File: config.mk
export PLATFORM = sky130hd
export DESIGN_NAME = s2p
export DESIGN_NICKNAME = d
export VERILOG_FILES = /design/src/rtl/s2p.sv
export SDC_FILE = /design/constraint.sdc
export NUM_CORES = 1
export LEC_CHECK = 0
export ABC_AREA = 1
export CAP_MARGIN = 20
export CORE_UTILIZATION = 48
export CTS_CLUSTER_DIAMETER = 200
export CTS_CLUSTER_SIZE = 12
export DETAILED_ROUTE_END_ITERATION = 6
export GPL_ROUTABILITY_DRIVEN = 0
export GPL_TIMING_DRIVEN = 0
export PLACE_DENSITY = 0.76
export SKIP_CTS_REPAIR_TIMING = 1
export SYNTH_ARGS = -nofsm -noshare
export SYNTH_HDL_FRONTEND = slang
export SYNTH_SLANG_ARGS = --single-unit
File: constraint.sdc
create_clock -name clk -period 1.63 [get_ports clk]
set_clock_uncertainty 0.05 [all_clocks]
set_input_delay 0.163 -clock clk [delete_from_list [all_inputs] [get_ports clk]]
set_output_delay 0.163 -clock clk [all_outputs]
set_load 0.05 [all_outputs]
File: src/rtl/s2p.sv
// s2p: serial-to-parallel deserializer, NUM_ELEMENTS beats per vector.
// Fill buffer plus output register lets collection overlap a stalled output.
module s2p #(
    parameter int DATA_WIDTH   = 12,
    parameter int NUM_ELEMENTS = 5,
    localparam int COUNT_WIDTH = $clog2(NUM_ELEMENTS)
) (
    input  logic                   clk,
    input  logic                   rst,
    output logic                   s2p_ready_in,
    input  logic                   s2p_valid_in,
    input  logic [DATA_WIDTH-1:0]  s2p_serial_in,
    input  logic                   s2p_ready_out,
    output logic                   s2p_valid_out,
    output logic [DATA_WIDTH-1:0]  s2p_parallel_out [0:NUM_ELEMENTS-1],
    output logic [COUNT_WIDTH-1:0] s2p_count_out
);

    localparam logic [COUNT_WIDTH-1:0] LAST = COUNT_WIDTH'(NUM_ELEMENTS - 1);

    logic [DATA_WIDTH-1:0]  fill [0:NUM_ELEMENTS-1];
    logic [DATA_WIDTH-1:0]  out_q [0:NUM_ELEMENTS-1];
    logic [COUNT_WIDTH-1:0] idx;
    logic                   fill_full;
    logic                   valid_q;

    logic accept;
    logic final_beat;
    logic out_free;
    logic load_direct;
    logic load_drain;

    always_comb begin
        accept      = s2p_valid_in && !fill_full;
        final_beat  = accept && (idx == LAST);
        out_free    = !valid_q || s2p_ready_out;
        load_direct = final_beat && out_free;
        load_drain  = fill_full && out_free;
    end

    always_ff @(posedge clk or negedge rst) begin
        if (!rst) begin
            for (int i = 0; i < NUM_ELEMENTS; i++) begin
                fill[i] <= '0;
            end
        end else if (accept) begin
            fill[idx] <= s2p_serial_in;
        end
    end

    // Direct load bypasses the fill slot for the final beat.
    always_ff @(posedge clk or negedge rst) begin
        if (!rst) begin
            for (int i = 0; i < NUM_ELEMENTS; i++) begin
                out_q[i] <= '0;
            end
        end else if (load_direct) begin
            for (int i = 0; i < NUM_ELEMENTS - 1; i++) begin
                out_q[i] <= fill[i];
            end
            out_q[NUM_ELEMENTS-1] <= s2p_serial_in;
        end else if (load_drain) begin
            for (int i = 0; i < NUM_ELEMENTS; i++) begin
                out_q[i] <= fill[i];
            end
        end
    end

    always_ff @(posedge clk or negedge rst) begin
        if (!rst) begin
            idx <= '0;
        end else if (accept) begin
            if (idx != LAST) begin
                idx <= idx + 1'b1;
            end else if (out_free) begin
                idx <= '0;
            end
        end else if (load_drain) begin
            idx <= '0;
        end
    end

    always_ff @(posedge clk or negedge rst) begin
        if (!rst) begin
            fill_full <= 1'b0;
        end else if (final_beat && !out_free) begin
            fill_full <= 1'b1;
        end else if (load_drain) begin
            fill_full <= 1'b0;
        end
    end

    always_ff @(posedge clk or negedge rst) begin
        if (!rst) begin
            valid_q <= 1'b0;
        end else if (load_direct || load_drain) begin
            valid_q <= 1'b1;
        end else if (s2p_ready_out) begin
            valid_q <= 1'b0;
        end
    end

    assign s2p_ready_in     = !fill_full;
    assign s2p_valid_out    = valid_q;
    assign s2p_parallel_out = out_q;
    assign s2p_count_out    = idx;

endmodule

==> results of run 1 <==
[worst reg2reg max path: cells and delay by family (launching register included)]
family	cells	cell delay [ns]
DFF	1	0.46
buffers and inverters	3	0.42
and+or+nand+nor	3	0.27
AOI/OAI and AO/OA	2	0.26
adders and majority gates	1	0.13
[path summary, 6_finish.rpt]
| check | to | from | cells past startpoint |
|---|---|---|---|
| worst max-delay path | s2p_parallel_out[20]$_DFFE_PN0P_ | s2p_count_out[0]$_DFFE_PN0P_ | 9 |
| worst max register to register | s2p_parallel_out[20]$_DFFE_PN0P_ | s2p_count_out[0]$_DFFE_PN0P_ | 9 |
| worst min-delay path | s2p_parallel_out[13]$_DFFE_PN0P_ | rst | 2 |
| worst min register to register | s2p_parallel_out[15]$_DFFE_PN0P_ | fill[15]$_DFFE_PN0P_ | 2 |
| max in group asynchronous | s2p_parallel_out[55]$_DFFE_PN0P_ | rst | 3 |
| min in group clk | fill[14]$_DFFE_PN0P_ | s2p_serial_in[2] | 3 |
[kinds of logic after synthesis]
kind of cell,count (synthesis),share of synthesized area
adders and majority gates,2,0.00509
and+or+nand+nor,279,0.218
AOI/OAI and AO/OA,79,0.0811
xor gates and xnor gates,1,0.00178
buffers and inverters,61,0.0577
DFF,125,0.636
[per-stage QoR]
stage                     instance area [um^2]  setup TNS [ns]  worst slack [ns]  total power [mW]  hold WS (ns)
after floorplan                           4950          -0.137          -0.00473              8.77        -0.183
after global placement                    5910         -543.14             -4.71              10.6         0.399
after detailed placement                  5940          -10.44            -0.233              10.7      -0.00217
after CTS                                 6570          -18.56            -0.414              14.8        -0.546
after global routing                      7250           -4.75            -0.136              16.1        0.0417
final                                     7250           -1.27           -0.0875              15.3        0.0231
[layout by cell type (no fill, tap or decap), types with 5 or more instances in the layout]
master | netlist | layout
inv_1 | 34 | 32
nand3_1 | 20 | 18
clkbuf_1 | 10 | 6
buf_4 | 7 | 10
nand2_4 | 0 | 12
clkdlybuf4s50_1 | 0 | 14
nand2_1 | 253 | 187
dlymetal6s2s_1 | 0 | 61
buf_2 | 5 | 5
nand2_2 | 0 | 54
clkbuf_16 | 0 | 23
clkbuf_2 | 0 | 8
o21ai_0 | 77 | 74
dfrtp_1 | 125 | 122
[metal layers]
layer  share of wire  global-route usage
met5               0                   0
met4           0.031               0.101
met3           0.067              0.0558
met2            0.51               0.412
met1            0.39               0.334
[sequential cells by signal, summed over array words and instances, names as in the netlist]
register,cells
fill,60
fill_full,1
s2p_count_out,3
s2p_parallel_out,60
s2p_valid_out,1
[power by group through the flow]
stage / Sequential [mW] / Clock, mW / Combinational (mW)
6_report: 5.33 / 4.00 / 6.01
3_3_place_gp: 5.17 / 0 / 5.39
4_1_cts: 5.20 / 3.99 / 5.58
2_1_floorplan: 7.29 / 0 / 1.48
3_5_place_dp: 5.22 / 0 / 5.52
5_1_grt: 5.46 / 4.15 / 6.44
[cell type report]
type | instances | area share
clock buffer | 23 | 0.0644
sequential | 125 | 0.432
buffer | 24 | 0.0288
clock inverter | 9 | 0.0217
multi-input combinational | 361 | 0.245
timing repair buffer | 96 | 0.166
tap | 133 | 0.0230
inverter | 36 | 0.0197
==> metrics.cfg, run 1 <==
[outcome]
status=finished with violations
violations=setup timing

[sta]
post-route-period-util=1.05
finalHoldViolCount=0
relSlewSlack=0.641
finalCriticalPeriod_ns=1.72
slew_violations=0
worstMarginPinSlew_ns=0.537
setup_ws_ns=-0.0875
setup_viol=46
rsz0062_at_grt=true
fmax_ghz=0.582

[layout]
stdcell_count=807
nNetsFinal=679
seqCellArea_um2=3130
antennaDiodeCount=0
post-route-util=0.735
multi_input_area_um2=1770
layout-drive-gt1-share=0.223
fillers=639
area_delta_synth_final_pct=47.4

[power]
p_int_mw=9.06
switching_share=0.409
power_per_cell_area_nw_per_um2=2120
switchingPower_mw=6.27
p_comb_frac=0.392
clkPwrFrac=0.261
ir_drop_mv=1.16
p_leak_nw=4.33
seqPwrFrac=0.348

[route]
routedWlPerCell_um=17.5
detail-route-antenna-nets=0
wirelength_mm=14.1
viasPerCell=5.33
route.detailed.drc=0
vias=4298
detail_route.first_pass.iterations=5
drt_iter0_markers=361

[critical_path]
cp-end-kind=register
cp_cell_sequence=inv_2, ha_4, nand2_4, o21ai_4, nand2_4, clkbuf_16, buf_4, nand2_1, o21ai_0
worst_setup_path_start_kind=register
worst-path-buf-inv=3
crit_required_ns=1.98
cp_max_fo=6
slowest_delay_ns=0.46
r2r_slack_ns=-0.09
path_class=register to register
worst_ep_arrival_time_ns=2.07
cp_top_family=flip-flops
cpMostUsedCell=nand2_4
worst_path_max_delay_cell=dfrtp_2

[global_route]
grt_overflow=0
antenna_found_initial=0
first_global_vias=4054
track_usage=0.254
grt_max_degree=98
grt_pass1_wl_mm=19.8

[die]
fp-row-count=36
pin_count=81
die-area_um2=10700
start_util=0.499
die_w_um=103
die_h_um=103
core_area_um2=9860

[clocking]
cts_tree=yes
cts_root_buf=clkbuf_8
cts_buffer_depth=2
cts_num_sinks=125
htree_levels=4
numCtsBuffers=17
clkTransAtPathRegs_ns=0.06
clkLatencyLatePin_ns=0.52

[logic_synthesis]
postSynth.asyncResetShare=1.00
yosysUniqueCellTypes=16
synth_nets=565
yosys_warnings=0
synth_top_area_share=0.636
synth_area_per_cell_um2=8.99
ys_top_cells_by_count=nand2_1 (253), dfrtp_1 (125), o21ai_0 (77)
synth-seq-cells=125
synth_top_cell_by_area=dfrtp_1
yosysSeqAreaShare=0.636
synthTopCellsByArea=dfrtp_1 (64%), nand2_1 (19%), o21ai_0 (7.8%)
synth_top_flop_cell=dfrtp_1
syn-cell-area_um2=4920
synth-edff-count=0
yosysMostFrequentCell=nand2_1
syn_inst=547

[hold_path]
hold_class=input pin to asynchronous set/reset pin

[place]
io_buffers=80
dp_hpwl_mm=7.96
dp.cells=761

[job]
drv_cap=0

No activity file was read; power rests on OpenSTA's default activity.
==> inputs of run 2 (changes only) <==
==> constraint.sdc (replaced) <==
create_clock -name clk -period 1.63 [get_ports clk]
set_clock_uncertainty 0.05 [all_clocks]
set_input_delay 0.4075 -clock clk [delete_from_list [all_inputs] [get_ports clk]]
set_output_delay 0.4075 -clock clk [all_outputs]
set_load 0.05 [all_outputs]
==> run 2 against run 1 <==
The run still ends with setup timing left. Largest power group unchanged. Worst setup slack got worse by 0.013 ns. Final cell count rose by 0.37%. Fmax is 0.72% lower. First-iteration DRC count decreased by 19%. Count of clock-buffer cells in the layout stayed put. Combinational power shrank 3%. Die area is the same. Non-clock buffer count rose by 3. Power fell by 1.0%. Worst hold slack gained 0.25 ns. Via count increased by 0.67%. Register-to-register slack hardly changed.
==> metrics.cfg, run 2 (synthesized netlist as in run 1, its figures left out) <==
[job]
drv_cap=0

[clocking]
cts_buffer_depth=2
numCtsBuffers=17
htree_levels=4
cts_root_buf=clkbuf_8
clkLatencyLatePin_ns=0.52
clkTransAtPathRegs_ns=0.06
cts_tree=yes
cts_num_sinks=125

[power]
p_int_mw=8.90
p_leak_nw=3.58
p_comb_frac=0.385
seqPwrFrac=0.353
clkPwrFrac=0.262
power_per_cell_area_nw_per_um2=2170
ir_drop_mv=1.16
switchingPower_mw=6.28
switching_share=0.414
power_mw=15.2

[die]
die_h_um=103
start_util=0.499
die-area_um2=10700
fp-row-count=36
pin_count=81
die_w_um=103
core_area_um2=9860

[sta]
setup_viol=58
slew_violations=0
finalHoldViolCount=0
finalCriticalPeriod_ns=1.73
relSlewSlack=0.647
fmax_ghz=0.578
setup_ws_ns=-0.100
rsz0062_at_grt=true
tns_ns=-3.29
post-route-period-util=1.06
worstMarginPinSlew_ns=0.530

[global_route]
track_usage=0.254
first_global_vias=4054
antenna_found_initial=0
grt_max_degree=98
grt_pass1_wl_mm=19.8
grt_overflow=0

[layout]
area_delta_synth_final_pct=42.3
nNetsFinal=682
antennaDiodeCount=0
seqCellArea_um2=3130
mostFrequentLayoutCell=nand2_1
fillers=701
stdcell_count=810
mostFrequentLayoutCells=nand2_1 (185), dfrtp_1 (122), o21ai_0 (71)
post-route-util=0.710
layout-drive-gt1-share=0.318
multi_input_area_um2=1800

[route]
viasPerCell=5.34
route.detailed.drc=0
wirelength_mm=13.8
drt_iter0_markers=294
vias=4327
detail_route.first_pass.iterations=5
detail-route-antenna-nets=0
routedWlPerCell_um=17.1

[place]
dp_hpwl_mm=7.96
io_buffers=80
place_ws_ns=-0.478
dp.cells=761

[critical_path]
worstRegToRegCells=9
cp-end-kind=register
r2r_slack_ns=-0.10
crit_required_ns=1.98
worst_setup_path_start_kind=register
worst_ep_arrival_time_ns=2.08
cp_cell_sequence=inv_2, ha_4, nand2_4, o21ai_4, nand2_4, clkbuf_16, clkbuf_16, nand2_2, nand2_1
regToRegStartpoint=s2p_count_out[0]$_DFFE_PN0P_
cp_max_fo=6
slowest_delay_ns=0.46
cp_top_family=flip-flops
worst-path-buf-inv=3
worstReg2RegEnd=s2p_parallel_out[40]$_DFFE_PN0P_
worst_path_max_delay_cell=dfrtp_2
path_class=register to register

[outcome]
violations=setup timing
status=finished with violations

[hold_path]
hold_class=input pin to asynchronous set/reset pin

## run 2: cell count changes in the layout (fill, tap and decap cells not counted), sizes merged
cell,before,now
dlymetal6s2s,61,0
clkbuf,41,75
buf,26,56
## run 2: layer usage
metal | part of all wire | track usage | vias up
met4 | 0.027 | 0.101 | 0
li1 | - | - | 1944
met2 | 0.51 | 0.412 | 198
met3 | 0.062 | 0.0558 | 40
met5 | 0 | 0 | -
met1 | 0.40 | 0.334 | 2145
## run 2: power groups by stage
| stage | Clock, mW | Sequential [mW] | Combinational, mW |
|---|---|---|---|
| 6_report | 3.98 | 5.36 | 5.85 |
| 5_1_grt | 4.15 | 5.50 | 6.29 |
| 4_1_cts | 3.99 | 5.20 | 5.58 |
| 3_5_place_dp | 0 | 5.22 | 5.52 |
| 3_3_place_gp | 0 | 5.17 | 5.39 |
| 2_1_floorplan | 0 | 7.29 | 1.48 |
## run 2: worst register-to-register path, cell delays in order, from the launching register on
cell	delay [ns]
dfrtp_2	0.46
inv_2	0.09
ha_4	0.14
nand2_4	0.07
o21ai_4	0.19
nand2_4	0.14
clkbuf_16	0.21
clkbuf_16	0.16
nand2_2	0.05
nand2_1	0.05
## run 2: worst max path at each step
stage | startpoint | slack [ns] | to | cells past startpoint
floorplan | s2p_count_out[1]$_DFFE_PN0P_ | -0.005 | s2p_parallel_out[28]$_DFFE_PN0P_ | 9
global placement | rst | -4.96 | s2p_count_out[1]$_DFFE_PN0P_ | 1
detailed placement | s2p_valid_in | -0.48 | fill[41]$_DFFE_PN0P_ | 7
CTS | fill_full$_DFFE_PN0P_ | -0.66 | s2p_ready_in | 2
global route | s2p_count_out[0]$_DFFE_PN0P_ | -0.15 | s2p_parallel_out[20]$_DFFE_PN0P_ | 9
finish | s2p_count_out[0]$_DFFE_PN0P_ | -0.10 | s2p_parallel_out[40]$_DFFE_PN0P_ | 9
## run 2: per-stage QoR
step                hold WS, ns  area [um^2]
global route              0.299         7000
global placement          0.399         5910
finish                    0.272         7000
detailed placement        0.242         5940
CTS                      -0.302         6570
floorplan                0.0619         4950
## run 2: cell type report
cell class,instances,area share
Multi-Input combinational cell,361,0.256
Tap cell,133,0.0238
Timing Repair Buffer,98,0.133
Buffer,25,0.0302
Clock buffer,23,0.0667
Clock inverter,9,0.0225
Inverter,36,0.0204
Sequential cell,125,0.447
==> inputs of run 3 (changes only) <==
==> constraint.sdc (replaced) <==
create_clock -name clk -period 1.55 [get_ports clk]
set_clock_uncertainty 0.05 [all_clocks]
set_input_delay 0.3875 -clock clk [delete_from_list [all_inputs] [get_ports clk]]
set_output_delay 0.3875 -clock clk [all_outputs]
set_load 0.05 [all_outputs]
==> run 3 against run 2 <==
Clock power barely moved. Critical path type is now register to primary output. The flow still finishes with violations (setup timing). Sequential power rose by 5.0%. Sequential share of layout area rose by 0.66 points.
==> metrics.cfg, run 3 (synthesized netlist as in run 1, its figures left out) <==
[layout]
nNetsFinal=676
fillers=693
area_delta_synth_final_pct=40.3
stdcell_count=804
layout-drive-gt1-share=0.259
post-route-util=0.700
mostFrequentLayoutCell=nand2_1
mostFrequentLayoutCells=nand2_1 (229), dfrtp_1 (120), o21ai_0 (70)
antennaDiodeCount=0

[sta]
setup_viol=58
hold_slack_ns=0.322
post-route-period-util=1.05
relSlewSlack=0.710
finalHoldViolCount=0
setup_ws_ns=-0.0848
rsz0062_at_grt=true
worstMarginPinSlew_ns=0.435
slew_violations=0
fmax_ghz=0.612
finalCriticalPeriod_ns=1.63

[critical_path]
r2r_slack_ns=-0.07
worstRegToRegCells=9
cp-end-kind=primary output
critPathLaunch=fill_full$_DFFE_PN0P_
worst_ep_arrival_time_ns=1.20
path_class=register to primary output
worst_setup_path_start_kind=register
regToRegStartpoint=s2p_count_out[1]$_DFFE_PN0P_
worstReg2RegEnd=s2p_parallel_out[3]$_DFFE_PN0P_
cp_max_fo=4
crit_required_ns=1.11
worstSetupEndpoint=s2p_ready_in

[route]
vias=4219
detail-route-antenna-nets=0
detail_route.first_pass.iterations=5
viasPerCell=5.25
route.detailed.drc=0
wl_met3_um=965
routedWlPerCell_um=16.0
drt_iter0_markers=316
met2_length_mm=6.50
highest_layer=met4
wirelength_mm=12.9
met1_length_mm=5.25

[power]
power_mw=15.9
p_leak_nw=3.54
ir_drop_mv=1.26
power_per_cell_area_nw_per_um2=2300

[global_route]
grt_overflow=0
first_global_vias=3998
grt_max_degree=81
antenna_found_initial=0
grt_pass1_wl_mm=19.6
track_usage=0.253

[die]
die_w_um=103
die_h_um=103
pin_count=81
die-area_um2=10700
core_area_um2=9860
fp-row-count=36
start_util=0.499

[hold_path]
hold_class=input pin to asynchronous set/reset pin

[clocking]
clkLatencyLatePin_ns=0.52
cts_num_sinks=125
numCtsBuffers=17
htree_levels=4
cts_root_buf=clkbuf_8
clkTransAtPathRegs_ns=0.06
cts_buffer_depth=2
cts_tree=yes

[outcome]
status=finished with violations
violations=setup timing

[place]
dp_hpwl_mm=7.87
place_ws_ns=-0.582
io_buffers=80
dp.cells=761

[job]
drv_cap=0

==> run 3: cell types whose count changed in the layout (fill, tap and decap cells not counted), moves of 3 or more <==
cell and delta:
nand2_2 -34, nand2_1 +44, nand2_4 -10, clkbuf_4 -30
buf_2 -5, clkbuf_16 -6, buf_12 +3, buf_6 +45
clkbuf_2 -6, buf_8 -3
==> run 3: metal layers <==
layer / track usage / vias to the layer above
li1: - / 1936
met1: 0.328 / 2084
met2: 0.416 / 178
met3: 0.0612 / 21
met4: 0.0943 / 0
met5: 0 / -
==> run 3: metrics by stage <==
step / setup TNS (ns) / cell area [um^2]
after floorplan: -2.88 / 4960
after global routing: -8.22 / 6900
after global placement: -604.99 / 5930
final: -2.63 / 6900
after detailed placement: -47.38 / 5960
after CTS: -44.76 / 6550
==> run 3: cell type report <==
| cell class | count | area, um^2 | share of cell area |
|---|---|---|---|
| repair buffers | 92 | 977 | 0.142 |
| well taps | 133 | 166 | 0.0241 |
| plain buffers | 25 | 231 | 0.0335 |
| inverters | 36 | 140 | 0.0203 |
| flip-flops and latches | 125 | 3130 | 0.454 |
| clock inverters | 10 | 139 | 0.0201 |
| clock buffers | 22 | 453 | 0.0656 |
| multi-input cells | 361 | 1660 | 0.241 |
==> run 3: power by group <==
part	leakage [nW]	switching (mW)	internal, mW
registers	1.58	0.972	4.66
clock network	0.277	1.43	2.53
logic	1.68	4.08	2.21
==> run 3: how the worst min path moves through the flow <==
stage | end | depth (start not counted)
final | s2p_parallel_out[17]$_DFFE_PN0P_ | 2
after global placement | s2p_parallel_out[23]$_DFFE_PN0P_ | 2
after floorplan | fill[0]$_DFFE_PN0P_ | 0
after global routing | s2p_parallel_out[13]$_DFFE_PN0P_ | 2
after detailed placement | s2p_parallel_out[17]$_DFFE_PN0P_ | 1
after CTS | s2p_parallel_out[17]$_DFFE_PN0P_ | 1
==> run 3: critical path, cell delays in order (launching register included) <==
cell and delay (ns):
dfrtp_2 0.44, inv_4 0.09, buf_6 0.15
